--- src/rtl/serial_adder.sv ---
// Bit-serial adder: shifts two WIDTH-bit operands through a one-bit full adder,
// LSB first, and publishes the registered sum and carry-out when all bits are consumed.
module serial_adder #(
  parameter int WIDTH = 8
) (
  input  logic             clk,
  input  logic             rst,
  input  logic             start,
  input  logic [WIDTH-1:0] a,
  input  logic [WIDTH-1:0] b,
  output logic [WIDTH-1:0] sum,
  output logic             cout,
  output logic             busy,
  output logic             done
);

  localparam int CW = $clog2(WIDTH + 1);
  localparam logic [CW-1:0] LAST_BIT = CW'(WIDTH - 1);

  typedef enum logic [1:0] {
    IDLE,
    RUN,
    DONE
  } state_t;

  state_t state, state_nxt;

  logic [WIDTH-1:0] a_sh;
  logic [WIDTH-1:0] b_sh;
  logic [WIDTH-1:0] s_sh;
  logic [WIDTH-1:0] s_full;
  logic [CW-1:0]    cnt;
  logic             carry;
  logic             s_bit;
  logic             carry_nxt;
  logic             last_bit;

  assign s_bit     = a_sh[0] ^ b_sh[0] ^ carry;
  assign carry_nxt = (a_sh[0] & b_sh[0]) | (a_sh[0] & carry) | (b_sh[0] & carry);
  assign last_bit  = (cnt == LAST_BIT);

  // Sum register with the current bit shifted in, i.e. the complete result on the last RUN cycle.
  generate
    if (WIDTH == 1) begin : g_w1
      assign s_full = s_bit;
    end else begin : g_wn
      assign s_full = {s_bit, s_sh[WIDTH-1:1]};
    end
  endgenerate

  always_ff @(posedge clk) begin
    if (rst) begin
      state <= IDLE;
    end else begin
      state <= state_nxt;
    end
  end

  always_comb begin
    state_nxt = state;
    case (state)
      IDLE:    if (start) state_nxt = RUN;
      RUN:     if (last_bit) state_nxt = DONE;
      DONE:    state_nxt = IDLE;
      default: state_nxt = IDLE;
    endcase
  end

  always_comb begin
    busy = (state == RUN);
    done = (state == DONE);
  end

  // Datapath; sum/cout only change on the RUN->DONE edge so they hold across the next addition.
  always_ff @(posedge clk) begin
    if (rst) begin
      a_sh  <= '0;
      b_sh  <= '0;
      s_sh  <= '0;
      carry <= 1'b0;
      cnt   <= '0;
      sum   <= '0;
      cout  <= 1'b0;
    end else begin
      case (state)
        IDLE: begin
          if (start) begin
            a_sh  <= a;
            b_sh  <= b;
            carry <= 1'b0;
            cnt   <= '0;
          end
        end
        RUN: begin
          a_sh  <= a_sh >> 1;
          b_sh  <= b_sh >> 1;
          s_sh  <= s_full;
          carry <= carry_nxt;
          cnt   <= cnt + CW'(1);
          if (last_bit) begin
            sum  <= s_full;
            cout <= carry_nxt;
          end
        end
        default: begin
        end
      endcase
    end
  end

endmodule

--- config.mk ---
export PLATFORM = sky130hd
export DESIGN_NAME = serial_adder
export DESIGN_NICKNAME = d
export VERILOG_FILES = /design/src/rtl/serial_adder.sv
export SDC_FILE = /design/constraint.sdc
export NUM_CORES = 1
export LEC_CHECK = 0
export BUFFER_PORTS_ARGS = -buffer_cell sky130_fd_sc_hd__buf_2
export CAP_MARGIN = 40
export CORE_UTILIZATION = 58
export CTS_BUF_LIST = sky130_fd_sc_hd__clkbuf_2
export CTS_CLUSTER_SIZE = 12
export DETAILED_ROUTE_END_ITERATION = 12
export PLACE_DENSITY = 0.82
export RECOVER_POWER = 100
export SETUP_SLACK_MARGIN = 0.02
export SLEW_MARGIN = 10
export SYNTH_ARGS = -nofsm -noshare
export SYNTH_HDL_FRONTEND = slang
export SYNTH_SLANG_ARGS = --single-unit
--- constraint.sdc ---
create_clock -name clk -period 1.45 [get_ports clk]
set_input_delay 0.3625 -clock clk [delete_from_list [all_inputs] [get_ports clk]]
set_output_delay 0.3625 -clock clk [all_outputs]
set_load 0.01 [all_outputs]
==> impl_metrics.py <==
metrics = {
    "global_route": {
        "grt_max_degree": 27,
        "grt_pass1_vias": 1531,
        "antenna_found_initial": 0,
        "grt_pass1_wl_um": 7050,
        "grt_usage_pct": 27.6,
        "grt_overflow": 0,
    },
    "worst_setup_path": {
        "worst_r2r_path_depth": 7,
        "cp-end-kind": "output pin",
        "critPathKind": "reg2out",
        "cp-start-kind": "flip-flop",
        "crit_arrival_ns": 1.21,
        "r2r_start": "state[1]",
        "worst_ep_required_time_ns": 1.09,
        "startpoint": "state[1]",
        "critPathMaxFanout": 3,
    },
    "synth": {
        "synth-async-reset-ratio_pct": 0,
        "synth.largest_area_cell": "dfxtp_1",
        "synthMuxAreaShare_pct": 5.44,
        "ys_top_cells_by_count": "dfxtp_1, a21oi_1, nor2_1, nand2b_1, nand2_1",
        "synth_cells": 217,
        "synth_fa_ha_area_share_pct": 1.77,
        "synthSimpleGateAreaFrac_pct": 20.6,
        "synth_area_leaders": "dfxtp_1, a21oi_1, o221a_2",
        "synth_top_family_by_area": "compound AO/OA/AOI/OAI gates",
        "synth_xor_area_share_pct": 0,
        "synth_seq_cells": 39,
        "synth_seq_area_share_pct": 42.4,
        "syn_area_um2": 1840,
        "synth_edf_count": 0,
        "syn-num-nets": 238,
        "ys_warn_count": 0,
        "synth_top_area_share_pct": 42.4,
        "syn-mean-instance-area_um2": 8.48,
        "synth_cell_types": 28,
        "synth_compound_area_share_pct": 22.2,
        "synth.most_common_cell": "dfxtp_1",
        "synth_flop_cell": "dfxtp_1",
    },
    "sta": {
        "post-route-period-util_pct": 109,
        "setup_slack_ns": -0.127,
        "tns_ns": -0.216,
        "hold_viol_final": 0,
        "clock.fmax_ghz": 0.634,
        "fin_crit_ns": 1.58,
        "rsz0062_at_grt": "true",
        "final_max_slew_viol_count": 0,
        "setup-violations-final": 3,
        "worst_pin_slew_ns": 0.282,
        "relSlewSlack_pct": 81.2,
        "clock_skew_ns": 0.00917,
    },
    "job": {
        "maxCapViolCount": 0,
    },
    "layout": {
        "layout-drive-gt1-share_pct": 30.2,
        "finish.utilization_pct": 75.7,
        "antenna_cells": 0,
        "area_growth_pct": 24.6,
        "fin_nets": 278,
    },
    "route": {
        "routed_wl_um": 4270,
        "drtIter0Drc": 102,
        "via_per_inst": 5.50,
        "routedWlPerCell_um": 14.2,
        "via_count": 1662,
        "ant_nets": 0,
        "drc": 0,
        "first_pass_iters": 4,
    },
    "die": {
        "io_pins": 30,
        "die_h_um": 58.3,
        "die_w_um": 58.3,
        "core-area_um2": 3030,
        "die_area_um2": 3400,
        "initial_core_util_pct": 60.7,
        "rows": 20,
    },
    "min_path": {
        "hp-class": "in2reg",
        "min_from": "b[7]",
        "holdPathStages": 3,
    },
    "run_status": {
        "status": "complete, but fails checks",
        "violations": "setup timing",
    },
    "clock_network": {
        "clock_sinks": 39,
        "cts_tree": "built",
        "h-tree-depth": 2,
        "cts-root-buf": "clkbuf_2",
        "insertion_delay_ns": 0.40,
        "cts_made_buffers": 5,
        "clockBufferDepth": 2,
        "clkTransAtPathRegs_ns": 0.21,
        "cts_hold_buf": 0,
    },
    "power": {
        "power_density_nw_per_um2": 859,
        "pwr-share-seq_pct": 59.1,
        "clkPwrFrac_pct": 25.2,
        "comb_power_share_pct": 15.7,
        "p_int_mw": 1.40,
        "swShare_pct": 28.8,
        "p_leak_nw": 0.955,
        "ir_worst_vdd_mv": 0.519,
        "p_sw_mw": 0.567,
    },
    "placement": {
        "portBuffers": 29,
        "gp_congestion": 0.777,
        "hpwlAfterDp_um": 2520,
    },
}
==> final timing paths <==
path | slack [ns] | end
max | -0.13 | busy
min | 0.22 | b_sh[7]
max reg2reg | -0.01 | cout
min reg2reg | 0.49 | sum[0]
==> state kept, by name, summed over array words and instances (netlist names) <==
register / flops
cout: 1
a_sh: 8
cnt: 4
b_sh: 8
s_sh: 7
state: 2
carry: 1
sum: 8
==> through the flow <==
stage	worst slack, ns	std cells	hold WS [ns]	area, um^2	power (mW)
final	-0.127	302	0.221	2290	1.97
after global routing	-0.171	302	0.236	2290	2.04
after global placement	0.183	284	0.455	2080	1.43
after CTS	-0.136	300	0.214	2270	1.96
after detailed placement	0.147	284	0.459	2080	1.44
after floorplan	0.141	217	0.437	1840	1.36
==> worst max-delay path, cell delays in order (launching register included) <==
cell and delay [ns]:
dfxtp_4 0.42, nand2b_4 0.14, inv_4 0.04, buf_6 0.11, buf_6 0.11
==> per-layer routing <==
metal / vias to the layer above / track usage (%) / routed length [um]
met1: 759 / 36.1 / 1880
met5: - / 0 / 0
met4: 0 / 14.3 / 112
met3: 13 / 5.27 / 250
li1: 828 / - / -
met2: 62 / 43.7 / 2040
==> cells in the final DEF, fill, tap and decap left out, drive strengths merged <==
| master | instances |
|---|---|
| or3 | 1 |
| or2 | 1 |
| clkinvlp | 2 |
| o221a | 14 |
| o22a | 4 |
| clkbuf | 5 |
| fa | 1 |
| mux2i | 10 |
| a22oi | 2 |
| o21bai | 1 |
| nand2 | 18 |
| and4b | 2 |
| nor2 | 23 |
| o22ai | 2 |
| ha | 1 |
| a21oi | 34 |
| nor3 | 1 |
| a31oi | 1 |
| bufbuf | 2 |
| nor2b | 6 |
| nor3b | 1 |
| inv | 15 |
| buf | 48 |
| o21ai | 1 |
| dfxtp | 39 |
| clkinv | 1 |
| nand3 | 2 |
| nand2b | 20 |
==> kinds of logic after synthesis <==
group	count (synthesis)
simple gates	75
compound gates	59
flops	39
buf+inv	32
mux	10
fa+ha+maj	2
==> power by group through the flow <==
| stage | Sequential (mW) | Combinational (mW) | Clock [mW] |
|---|---|---|---|
| CTS | 1.16 | 0.299 | 0.500 |
| finish | 1.16 | 0.310 | 0.496 |
| detailed placement | 1.18 | 0.260 | 0 |
| global route | 1.17 | 0.340 | 0.532 |
| floorplan | 1.17 | 0.186 | 0 |
| global placement | 1.18 | 0.253 | 0 |
==> cell type report <==
| class | count | area [um^2] |
|---|---|---|
| Tap cell | 44 | 55.1 |
| Clock buffer | 5 | 25.0 |
| Timing Repair Buffer | 50 | 417 |
| Fill cell | 211 | 736 |
| Clock inverter | 3 | 20.0 |
| Inverter | 15 | 58.8 |
| Multi-Input combinational cell | 146 | 928 |
| Sequential cell | 39 | 788 |
==> repair_timing <==
item,CTS,global route
gates resized for setup,13,2
pin swaps,0,1
hold endpoints to repair,0,0
setup buffers,7,2
cloned,2,0
setup endpoints to repair,2,2
(Power assumes the default switching activity.)
